### config.mk
export PLATFORM = sky130hd
export DESIGN_NAME = umem_arbiter_flat
export DESIGN_NICKNAME = d
export VERILOG_FILES = /design/src/rtl/umem_arbiter_if.sv /design/src/rtl/umem_arbiter.sv /design/src/flat_wrapper.sv
export SDC_FILE = /design/constraint.sdc
export NUM_CORES = 1
export LEC_CHECK = 0
export BUFFER_PORTS_ARGS = -buffer_cell sky130_fd_sc_hd__buf_2
export CORE_MARGIN = 10
export CORE_UTILIZATION = 35
export CTS_CLUSTER_SIZE = 30
export DETAILED_ROUTE_END_ITERATION = 8
export GPL_TIMING_DRIVEN = 0
export MAX_ROUTING_LAYER = met4
export PLACE_DENSITY_LB_ADDON = 0.2
export SETUP_SLACK_MARGIN = 0.3
export SYNTH_ARGS = -nofsm -noshare
export SYNTH_HDL_FRONTEND = slang
export SYNTH_SLANG_ARGS = --single-unit
### constraint.sdc
create_clock -name clk -period 1.3 [get_ports clk]
set_input_delay 0.195 -clock clk [delete_from_list [all_inputs] [get_ports clk]]
set_output_delay 0.195 -clock clk [all_outputs]
set_load 0.01 [all_outputs]
### src/rtl/umem_arbiter_if.sv
// Bus bundle between the unified-memory arbiter, its two requesters (IF, LS)
// and the umem port.
//   slave  : arbiter view (requests and mem_rdata in, grants/responses/mem strobes out)
//   master : environment view (core fetch/LSU plus umem model)
// Signals:
//   if_req/if_addr/if_gnt/if_rsp/if_rdata                      instruction fetch port
//   ls_req/ls_rw/ls_addr/ls_wdata/ls_wstrb/ls_gnt/ls_rsp/ls_rdata load/store port
//   mem_req/mem_rw/mem_addr/mem_wdata/mem_wstrb/mem_rdata       umem port
interface umem_arbiter_if #(
    parameter int unsigned ADDR_W = 32,
    parameter int unsigned DATA_W = 32
);
    localparam int unsigned STRB_W = DATA_W / 8;

    logic              if_req;
    logic [ADDR_W-1:0] if_addr;
    logic              if_gnt;
    logic              if_rsp;
    logic [DATA_W-1:0] if_rdata;

    logic              ls_req;
    logic              ls_rw;
    logic [ADDR_W-1:0] ls_addr;
    logic [DATA_W-1:0] ls_wdata;
    logic [STRB_W-1:0] ls_wstrb;
    logic              ls_gnt;
    logic              ls_rsp;
    logic [DATA_W-1:0] ls_rdata;

    logic              mem_req;
    logic              mem_rw;
    logic [ADDR_W-1:0] mem_addr;
    logic [DATA_W-1:0] mem_wdata;
    logic [STRB_W-1:0] mem_wstrb;
    logic [DATA_W-1:0] mem_rdata;

    modport slave (
        input  if_req, if_addr,
        output if_gnt, if_rsp, if_rdata,
        input  ls_req, ls_rw, ls_addr, ls_wdata, ls_wstrb,
        output ls_gnt, ls_rsp, ls_rdata,
        output mem_req, mem_rw, mem_addr, mem_wdata, mem_wstrb,
        input  mem_rdata
    );

    modport master (
        output if_req, if_addr,
        input  if_gnt, if_rsp, if_rdata,
        output ls_req, ls_rw, ls_addr, ls_wdata, ls_wstrb,
        input  ls_gnt, ls_rsp, ls_rdata,
        input  mem_req, mem_rw, mem_addr, mem_wdata, mem_wstrb,
        output mem_rdata
    );
endinterface

### src/rtl/umem_arbiter.sv
// Unified-memory arbiter: shares one fixed-latency umem port between
// instruction fetch (IF) and load/store (LS). One transaction outstanding;
// the read data is registered and returned to the requester that issued it.
// Ports:
//   clk    rising-edge clock
//   reset  synchronous, active-high reset
//   bus    umem_arbiter_if.slave (IF/LS request ports and the umem port)
// Grants and the mem_* request strobes are combinational in the grant cycle;
// rsp/rdata are registered.
module umem_arbiter #(
    parameter int unsigned ADDR_W      = 32,
    parameter int unsigned DATA_W      = 32,
    parameter int unsigned MEM_LATENCY = 2,
    parameter int unsigned LS_PRIORITY = 0
) (
    input  logic            clk,
    input  logic            reset,
    umem_arbiter_if.slave   bus
);
    localparam int unsigned STRB_W = DATA_W / 8;
    localparam int unsigned CNT_W  = $clog2(MEM_LATENCY + 1);

    typedef enum logic [1:0] {
        IDLE = 2'd0,
        BUSY = 2'd1,
        RESP = 2'd2
    } state_t;

    state_t            state;
    state_t            state_n;
    logic [CNT_W-1:0]  cnt;
    logic              owner_ls;     // 1: outstanding transaction belongs to LS
    logic              rw_q;         // outstanding transaction is a write
    logic              last_gnt_ls;  // 1: most recent grant went to LS
    logic              gnt_if;
    logic              gnt_ls;
    logic              capture;
    logic              if_rsp_q;
    logic              ls_rsp_q;
    logic [DATA_W-1:0] if_rdata_q;
    logic [DATA_W-1:0] ls_rdata_q;

    // State register
    always_ff @(posedge clk) begin
        if (reset) begin
            state <= IDLE;
        end else begin
            state <= state_n;
        end
    end

    // Next state, arbitration and umem request drive
    always_comb begin
        state_n       = state;
        gnt_if        = 1'b0;
        gnt_ls        = 1'b0;
        capture       = 1'b0;
        bus.mem_req   = 1'b0;
        bus.mem_rw    = 1'b0;
        bus.mem_addr  = '0;
        bus.mem_wdata = '0;
        bus.mem_wstrb = '0;

        case (state)
            // RESP accepts a new request exactly like IDLE so that
            // transactions can issue back to back.
            IDLE, RESP: begin
                state_n = IDLE;
                if (!reset && (bus.if_req || bus.ls_req)) begin
                    if (bus.if_req && bus.ls_req) begin
                        if ((LS_PRIORITY != 0) || !last_gnt_ls) begin
                            gnt_ls = 1'b1;
                        end else begin
                            gnt_if = 1'b1;
                        end
                    end else if (bus.if_req) begin
                        gnt_if = 1'b1;
                    end else begin
                        gnt_ls = 1'b1;
                    end
                    state_n = BUSY;
                end
            end
            BUSY: begin
                if (cnt == CNT_W'(1)) begin
                    capture = 1'b1;
                    state_n = RESP;
                end
            end
            default: begin
                state_n = IDLE;
            end
        endcase

        if (gnt_if) begin
            bus.mem_req  = 1'b1;
            bus.mem_addr = bus.if_addr;
        end else if (gnt_ls) begin
            bus.mem_req  = 1'b1;
            bus.mem_rw   = bus.ls_rw;
            bus.mem_addr = bus.ls_addr;
            if (bus.ls_rw) begin
                bus.mem_wdata = bus.ls_wdata;
                bus.mem_wstrb = bus.ls_wstrb;
            end
        end
    end

    // Transaction bookkeeping, latency counter and response capture
    always_ff @(posedge clk) begin
        if (reset) begin
            cnt         <= '0;
            owner_ls    <= 1'b0;
            rw_q        <= 1'b0;
            last_gnt_ls <= 1'b1;
            if_rsp_q    <= 1'b0;
            ls_rsp_q    <= 1'b0;
            if_rdata_q  <= '0;
            ls_rdata_q  <= '0;
        end else begin
            if_rsp_q <= 1'b0;
            ls_rsp_q <= 1'b0;

            if (gnt_if || gnt_ls) begin
                cnt         <= CNT_W'(MEM_LATENCY);
                owner_ls    <= gnt_ls;
                rw_q        <= gnt_ls & bus.ls_rw;
                last_gnt_ls <= gnt_ls;
            end else if (state == BUSY) begin
                cnt <= cnt - CNT_W'(1);
            end

            // Writes return zero data so ls_rdata never shows stale read data.
            if (capture) begin
                if (owner_ls) begin
                    ls_rsp_q   <= 1'b1;
                    ls_rdata_q <= rw_q ? '0 : bus.mem_rdata;
                end else begin
                    if_rsp_q   <= 1'b1;
                    if_rdata_q <= bus.mem_rdata;
                end
            end
        end
    end

    assign bus.if_gnt   = gnt_if;
    assign bus.ls_gnt   = gnt_ls;
    assign bus.if_rsp   = if_rsp_q;
    assign bus.ls_rsp   = ls_rsp_q;
    assign bus.if_rdata = if_rdata_q;
    assign bus.ls_rdata = ls_rdata_q;

endmodule

### src/flat_wrapper.sv
// flat-port wrapper written by rule: the top's interface ports become plain ports
module umem_arbiter_flat 
#(
    parameter int unsigned ADDR_W      = 32,
    parameter int unsigned DATA_W      = 32,
    parameter int unsigned MEM_LATENCY = 2,
    parameter int unsigned LS_PRIORITY = 0
)
  (clk, reset, bus_if_req, bus_if_addr, bus_if_gnt, bus_if_rsp, bus_if_rdata, bus_ls_req, bus_ls_rw, bus_ls_addr, bus_ls_wdata, bus_ls_wstrb, bus_ls_gnt, bus_ls_rsp, bus_ls_rdata, bus_mem_req, bus_mem_rw, bus_mem_addr, bus_mem_wdata, bus_mem_wstrb, bus_mem_rdata);
  umem_arbiter_if #(.ADDR_W(ADDR_W), .DATA_W(DATA_W)) bus_i ();
  input  logic clk;
  input  logic reset;
  input wire logic [$bits(bus_i.if_req)-1:0] bus_if_req;
  input wire logic [$bits(bus_i.if_addr)-1:0] bus_if_addr;
  output wire logic [$bits(bus_i.if_gnt)-1:0] bus_if_gnt;
  output wire logic [$bits(bus_i.if_rsp)-1:0] bus_if_rsp;
  output wire logic [$bits(bus_i.if_rdata)-1:0] bus_if_rdata;
  input wire logic [$bits(bus_i.ls_req)-1:0] bus_ls_req;
  input wire logic [$bits(bus_i.ls_rw)-1:0] bus_ls_rw;
  input wire logic [$bits(bus_i.ls_addr)-1:0] bus_ls_addr;
  input wire logic [$bits(bus_i.ls_wdata)-1:0] bus_ls_wdata;
  input wire logic [$bits(bus_i.ls_wstrb)-1:0] bus_ls_wstrb;
  output wire logic [$bits(bus_i.ls_gnt)-1:0] bus_ls_gnt;
  output wire logic [$bits(bus_i.ls_rsp)-1:0] bus_ls_rsp;
  output wire logic [$bits(bus_i.ls_rdata)-1:0] bus_ls_rdata;
  output wire logic [$bits(bus_i.mem_req)-1:0] bus_mem_req;
  output wire logic [$bits(bus_i.mem_rw)-1:0] bus_mem_rw;
  output wire logic [$bits(bus_i.mem_addr)-1:0] bus_mem_addr;
  output wire logic [$bits(bus_i.mem_wdata)-1:0] bus_mem_wdata;
  output wire logic [$bits(bus_i.mem_wstrb)-1:0] bus_mem_wstrb;
  input wire logic [$bits(bus_i.mem_rdata)-1:0] bus_mem_rdata;
  assign bus_i.if_req = bus_if_req;
  assign bus_i.if_addr = bus_if_addr;
  assign bus_if_gnt = bus_i.if_gnt;
  assign bus_if_rsp = bus_i.if_rsp;
  assign bus_if_rdata = bus_i.if_rdata;
  assign bus_i.ls_req = bus_ls_req;
  assign bus_i.ls_rw = bus_ls_rw;
  assign bus_i.ls_addr = bus_ls_addr;
  assign bus_i.ls_wdata = bus_ls_wdata;
  assign bus_i.ls_wstrb = bus_ls_wstrb;
  assign bus_ls_gnt = bus_i.ls_gnt;
  assign bus_ls_rsp = bus_i.ls_rsp;
  assign bus_ls_rdata = bus_i.ls_rdata;
  assign bus_mem_req = bus_i.mem_req;
  assign bus_mem_rw = bus_i.mem_rw;
  assign bus_mem_addr = bus_i.mem_addr;
  assign bus_mem_wdata = bus_i.mem_wdata;
  assign bus_mem_wstrb = bus_i.mem_wstrb;
  assign bus_i.mem_rdata = bus_mem_rdata;
  umem_arbiter #(.ADDR_W(ADDR_W), .DATA_W(DATA_W), .MEM_LATENCY(MEM_LATENCY), .LS_PRIORITY(LS_PRIORITY)) u_core (.clk(clk), .reset(reset), .bus(bus_i));
endmodule
==> metrics.md, run 1 <==
| Metric | Value |
|---|---|
| Vias per cell | `approximately 4.9` |
| Fin. Hold Viols | `0` |
| Failing checks | `negative setup slack` |
| Crit path capture | `bus_mem_addr[8]` |
| Yosys top cell by area | `dfxtp_1` |
| DP Worst Slack | `-215.0 ps` |
| Standard-cell row count | `35` |
| Routability Congestion | `about 0.92` |
| Antenna cells | `0` |
| Clock period minus worst slack | `about 1800 ps` |
| RSZ-0062 raised after global routing | `true` |
| IO Count | `275` |
| TritonCTS clock tree | `built` |
| Clk network pwr share | `roughly 29%` |
| # H-tree levels | `3` |
| Area fraction of the dominant cell type after synthesis | `between 40 and 50%` |
| Ys Warns | `0` |
| Bufs on Longest Clock Path | `2` |
| Wire length per cell | `20.58 um` |
| DR DRC count | `0` |
| Vias | `~4200` |
| TritonCTS Sinks | `73` |
| Clock root buffer master | `clkbuf_8` |
| Setup ws final | `-492.0 ps` |
| Crit. End Element | `output port` |
| Pwr per Cell Area | `roughly 840 nW/um^2` |
| Post-Route Utilization | `between 70% and 80%` |
| DP Wirelength | `12660 um` |
| Worst Path Required | `1110 ps` |
| Worst-Skew Late Latency | `330 ps` |
| Synth area leaders | `dfxtp_1, nand2_1, a21oi_1` |
| Fmax | `0.5580 GHz` |
| #FFs+latches synth | `between 70 and 80` |
| First drt pass iteration count | `5` |
| Leakage power total | `around 3.1 nW` |
| Critical path, cell by cell | `buf_6, nor2_4, and3_4, buf_8, buf_8, a22o_1, buf_6` |
| Highest-count cells in the layout ignoring fill and taps | `buf_2, buf_6, nand2_1` |
| # setup viols final | `135` |
| DIE WIDTH | `between 100 and 150 um` |
| Antenna Nets Post-Route | `0` |
| Post-synth net total | `between 500 and 600` |
| Reg-to-reg endpoint | `u_core.bus.ls_rdata[31]$_SDFFE_PP0P_` |
| Area growth syn-to-layout | `98.41%` |
| FF-to-FF setup slack | `-200 ps` |
| CTS buffer count | `9` |
| Initial antenna violation count | `0` |
| Layout cells sized above 1 | `approximately 66%` |
| First-pass GRT wire length | `around 26000 um` |
| Routed WL | `around 18000 um` |
| Crit path from | `u_core.state[0]$_SDFFE_PP0P_` |
| Slowest stage delay, CP | `around 320 ps` |
| Comb pwr share | `28.5%` |
| NetSw | `around 1.6 mW` |
| Starting Density | `36.16%` |
| Fin Clk Skew | `between 4 and 5 ps` |
| Worst Setup Start Kind | `flop` |
| Crit share post-route | `137.8%` |
| Worst vdd ir | `approximately 0.00061 V` |
| Die Y | `118.2 um` |
| Outcome | `finished, violations left` |
| Worst hold path class | `input pin to flop` |
| Final std cells w/o fill | `858` |
| CP Class | `flop to output port` |
| Post-Place Cells | `just over 800` |
| Slowest-stage cell, CP | `dfxtp_2` |
| R2R depth | `7` |
| Critical path fanouts, max | `10` |
| Worst r2r src | `u_core.state[0]$_SDFFE_PP0P_` |
| Core region area | `between 9000 and 10000 um^2` |
| Internal Power | `~4.1 mW` |
| Least-Margin Pin Slew | `566.5 ps` |
| GR Overflow Total | `0` |
| Gr usage total | `between 20% and 30%` |
| Synth unique cells | `32` |
| Crit path DAT | `1600 ps` |
| Largest net degree at the start of global routing | `12` |
| Reg power frac | `a little over two fifths` |
| Vias in the first global route | `approximately 4200` |
| Sw Ratio | `between 20% and 30%` |
| 1st-iter DRT viols | `276` |
| Die ar. | `about 14000 um^2` |
| Mean Syn Cell Area | `between 8 and 9 um^2` |
| Sequential fraction of the synthesis area | `between 40 and 50%` |
| CTS clk-pin slew, worst paths | `~70 ps` |
| Slew Viols, Final | `0` |
| Area of the mapped netlist | `3373 um^2` |
| Commonest non-fill, non-tap cell in the layout | `buf_2` |
| Port Buf Inserts | `about 270` |
| Maximum Capacitance Violations | `0` |
| Mapped Cells | `between 400 and 500` |
| Nets | `around 860` |
| Slew HR | `just over 60%` |
## kinds of logic after synthesis
group           Yosys count  synth area share, %
fa+ha+maj                 1               0.3709
compound gates          104                19.58
simple gates            184                28.49
mux                       1               0.2967
flops                    73                43.32
buf+inv                  42                7.938
## registers in the layout (all words and copies together), names as in the netlist
register             flops
u_core.last_gnt_ls       1
u_core.bus.ls_rsp        1
u_core.bus.if_rsp        1
u_core.state             2
u_core.rw_q              1
u_core.cnt               2
u_core.bus.if_rdata     32
u_core.bus.ls_rdata     32
u_core.owner_ls          1
## worst min path at each step
stage	start	endpoint	slack [ps]	cells after the start
final	bus_mem_rdata[25]	u_core.bus.if_rdata[25]$_SDFFE_PP0P_	110	3
after global routing	bus_mem_rdata[22]	u_core.bus.if_rdata[22]$_SDFFE_PP0P_	90	3
after CTS	bus_mem_rdata[11]	u_core.bus.if_rdata[11]$_SDFFE_PP0P_	80	3
after detailed placement	u_core.bus.ls_rdata[10]$_SDFFE_PP0P_	u_core.bus.ls_rdata[10]$_SDFFE_PP0P_	440	2
after global placement	u_core.bus.ls_rdata[12]$_SDFFE_PP0P_	u_core.bus.ls_rdata[12]$_SDFFE_PP0P_	440	2
after floorplan	bus_mem_rdata[14]	u_core.bus.if_rdata[14]$_SDFFE_PP0P_	340	2
## layout make-up
cell class                      instances  area (um^2)
Buffer                                 39        414.1
Clock buffer                           12        165.2
Clock inverter                          3        15.01
Fill cell                             707         2635
Inverter                                3        11.26
Multi-Input combinational cell        290         1815
Sequential cell                        73         1549
Tap cell                              129        161.4
Timing Repair Buffer                  309         2561
## cell usage after synthesis
cell type and instances:
nand2_1 97, dfxtp_1 73, a21oi_1 65, and2_1 37, a22o_1 32, nand3b_1 32
buf_4 12, buf_2 10, clkbuf_1 9, buf_6 7, nor2_1 4, inv_1 3
nand2b_1 3, a31o_1 2, and3_1 2, a21boi_1 1, and4b_1 1, and4bb_1 1
buf_1 1, ha_1 1, mux2i_1 1, nand4b_1 1, nand4bb_1 1, nor2_4 1
nor2b_1 1, nor3_1 1, nor3b_1 1, o21ai_0 1, o21bai_1 1, o311a_1 1
o31ai_1 1, or2_2 1
## per-stage QoR
| stage | hold slack, ps | power, mW | area [um^2] | setup TNS [ps] |
|---|---|---|---|---|
| 2_1_floorplan | 337.7 | 3.081 | 3543 | 0 |
| 3_3_place_gp | 439.4 | 3.611 | 5071 | -8530 |
| 4_1_cts | 84.04 | 5.562 | 6369 | -38990 |
| 6_report | 107.9 | 5.651 | 6693 | -37700 |
| 3_5_place_dp | 444.0 | 3.644 | 5071 | -12280 |
| 5_1_grt | 88.80 | 5.898 | 6693 | -46850 |
## metal layers
layer / track usage [%] / up-vias / routed length (um)
li1: - / 2015 / -
met2: 43.18 / 209 / 9458
met5: - / - / 0
met1: 24.15 / 1982 / 6386
met3: 7.473 / 28 / 1342
met4: 6.955 / 0 / 473
## critical path, delay by kind of cell (launching register included)
kind	cells	cell delay [ps]
and+or+nand+nor	2	290
DFF	1	320
buffers and inverters	4	490
AOI/OAI and AO/OA	1	170
## power groups by stage
stage,logic (mW),clock network [mW],registers [mW]
2_1_floorplan,0.625,0,2.46
3_3_place_gp,1.18,0,2.43
3_5_place_dp,1.21,0,2.44
5_1_grt,1.72,1.75,2.42
4_1_cts,1.51,1.65,2.41
6_report,1.61,1.63,2.41
## repair_timing
item | 4_1_cts | 5_1_grt
pin swaps | 30 | 10
endpoints found under the setup margin | 207 | 208
gates cloned | 9 | 1
hold buffers | 0 | 0
endpoints found under the hold margin | 0 | 0
setup buffers | 13 | 13
gates resized for setup | 223 | 41
Power figures use the tool's default switching activity.
==> run 2: changes to the inputs <==
Settings changed: CORE_UTILIZATION 35 to 39.
Clock period 1.3 ns to 1.9 ns, I/O delays scaled along.
==> metrics.md, run 2 (synthesis results as in run 1) <==
| Metric | Value |
|---|---|
| Clock root buffer master | `clkbuf_8` |
| CTS clk-pin slew, worst paths | `about 80 ps` |
| 1st-iter DRT viols | `~280` |
| Comb pwr share | `24.7%` |
| Critical path, cell by cell | `buf_6, nor2_4, and3_4, buf_8, buf_6, a22o_1, buf_2` |
| Crit. End Element | `output port` |
| DIE WIDTH | `~110 um` |
| Pwr Total | `between 3 and 4 mW` |
| Port Buf Inserts | `between 200 and 300` |
| First-pass GRT wire length | `approximately 23000 um` |
| TritonCTS Sinks | `73` |
| Worst vdd ir | `0.0004577 V` |
| Area growth syn-to-layout | `69.21%` |
| Outcome | `finished clean` |
| Layout cells sized above 1 | `52.45%` |
| Post-Route Utilization | `slightly below 70%` |
| Worst Path Required | `about 1600 ps` |
| Slew HR | `between 60% and 70%` |
| Vias | `around 4200` |
| Routability Congestion | `0.8178` |
| R2R depth | `6` |
| FF-to-FF setup slack | `approximately 390 ps` |
| Internal Power | `between 2 and 3 mW` |
| IO Count | `275` |
| Die ar. | `12770 um^2` |
| Wire length per cell | `roughly 20 um` |
| Least-Margin Pin Slew | `a little under 600 ps` |
| # setup viols final | `0` |
| Slew Viols, Final | `0` |
| Bufs on Longest Clock Path | `2` |
| # H-tree levels | `3` |
| Reg-to-reg endpoint | `u_core.bus.ls_rdata[28]$_SDFFE_PP0P_` |
| Min-Delay Endpoint | `u_core.bus.if_rdata[4]$_SDFFE_PP0P_` |
| Worst Setup Start Kind | `flop` |
| RSZ-0062 raised after global routing | `true` |
| Maximum Capacitance Violations | `0` |
| Clock period minus worst slack | `~1900 ps` |
| Fmax | `around 0.53 GHz` |
| HP Start | `bus_mem_rdata[4]` |
| TritonCTS clock tree | `built` |
| Sw Ratio | `27.74%` |
| Worst hold path class | `input pin to flop` |
| Pwr per Cell Area | `between 600 and 700 nW/um^2` |
| Vias per cell | `just over 5` |
| Largest net degree at the start of global routing | `12` |
| Vias in the first global route | `approximately 4300` |
| Crit-path most repeated cell | `buf_6` |
| Slowest-stage cell, CP | `dfxtp_2` |
| Hold_buf cts | `0` |
| Critical path fanouts, max | `8` |
| Nets | `848` |
| DP Worst Slack | `212.1 ps` |
| Fin Clk Skew | `approximately 11 ps` |
| Core region area | `between 8000 and 9000 um^2` |
| First drt pass iteration count | `5` |
| Antenna Nets Post-Route | `0` |
| Gr usage total | `a little under a quarter` |
| NetSw | `about 1.0 mW` |
| Slowest stage delay, CP | `320 ps` |
| Die Y | `around 110 um` |
| Crit share post-route | `around 100%` |
| Fin. Hold Viols | `0` |
| Antenna cells | `0` |
| Min-Delay Path Depth | `3` |
| Reg power frac | `between 40% and 50%` |
| Worst hold margin | `189.6 ps` |
| Starting Density | `40.65%` |
| CTS buffer count | `9` |
| Highest-count cells in the layout ignoring fill and taps | `buf_2, nand2_1, dfxtp_1` |
| Crit path DAT | `~1600 ps` |
| DP Wirelength | `between 10000 and 15000 um` |
| Final std cells w/o fill | `820` |
| Setup ws final | `approximately 6 ps` |
| Post-Place Cells | `783` |
| CP Class | `flop to output port` |
| Leakage power total | `approximately 2.8 nW` |
| DR DRC count | `0` |
| Worst-Skew Late Latency | `between 300 and 400 ps` |
| Routed WL | `around 16000 um` |
| Clk network pwr share | `a little under a third` |
| Standard-cell row count | `33` |
| Initial antenna violation count | `0` |
| Commonest non-fill, non-tap cell in the layout | `buf_2` |
| Worst r2r src | `u_core.cnt[0]$_SDFFE_PP0P_` |
| GR Overflow Total | `0` |
==> run 2: cell count changes in the layout (fill, tap and decap cells not counted), sizes merged <==
cell / previous run / this run
buf: 333 / 322
bufbuf: 5 / 0
bufinv: 0 / 1
clkbuf: 22 / 24
clkinv: 3 / 2
==> run 2: through the flow <==
step / TNS (ps) / cell area, um^2
CTS: 0 / 5374
detailed placement: 0 / 4871
global placement: 0 / 4871
floorplan: 0 / 3373
global route: -2275 / 5708
finish: 0 / 5708
==> run 2: cell type report <==
type	count	area, um^2
Multi-Input combinational cell	290	1738
Timing Repair Buffer	294	1858
Clock buffer	13	148.9
Fill cell	689	2591
Tap cell	105	131.4
Sequential cell	73	1464
Buffer	39	316.6
Inverter	3	11.26
Clock inverter	3	40.04
==> run 2: power groups by stage <==
| stage | logic (mW) | registers [mW] | clock network (mW) |
|---|---|---|---|
| 2_1_floorplan | 0.384 | 1.67 | 0 |
| 3_3_place_gp | 0.747 | 1.66 | 0 |
| 5_1_grt | 1.01 | 1.64 | 1.29 |
| 6_report | 0.930 | 1.63 | 1.20 |
| 4_1_cts | 0.848 | 1.63 | 1.22 |
| 3_5_place_dp | 0.764 | 1.66 | 0 |
==> run 2: worst max-delay path by stage <==
stage                             end                            start  slack, ps  cells after the start
floorplan            bus_mem_addr[22]     u_core.state[0]$_SDFFE_PP0P_        470                      6
global placement    bus_mem_wdata[20]                       bus_ls_req        230                      7
detailed placement  bus_mem_wdata[11]                       bus_ls_req        210                      7
CTS                  bus_mem_addr[24]  u_core.last_gnt_ls$_SDFFE_PP1P_         20                      6
global route        bus_mem_wdata[18]     u_core.state[0]$_SDFFE_PP0P_        -60                      7
finish               bus_mem_addr[23]     u_core.state[0]$_SDFFE_PP0P_          6                      7
==> run 2: per-layer routing <==
metal | wire length [um] | track usage, % | share of wire, % | vias up
met5 | 0 | - | 0 | -
met4 | 300 | 5.161 | 1.8 | 0
met3 | 1476 | 9.984 | 9.0 | 24
met2 | 8463 | 39.63 | 52 | 198
met1 | 6091 | 24.51 | 37 | 1974
li1 | - | - | - | 1987
==> run 2: timing repair <==
action | 4_1_cts | 5_1_grt
pin swaps | 24 | 17
setup endpoints to repair | 72 | 77
setup buffers | 5 | 6
gates cloned | 8 | 2
hold endpoints to repair | 0 | 0
resized for setup | 62 | 65
==> run 2: worst max-delay path, delay by kind of cell (launching register included) <==
kind            cells  cell delay (ps)
compound gates      1              140
buf+inv             4              510
flops               1              320
simple gates        2              300
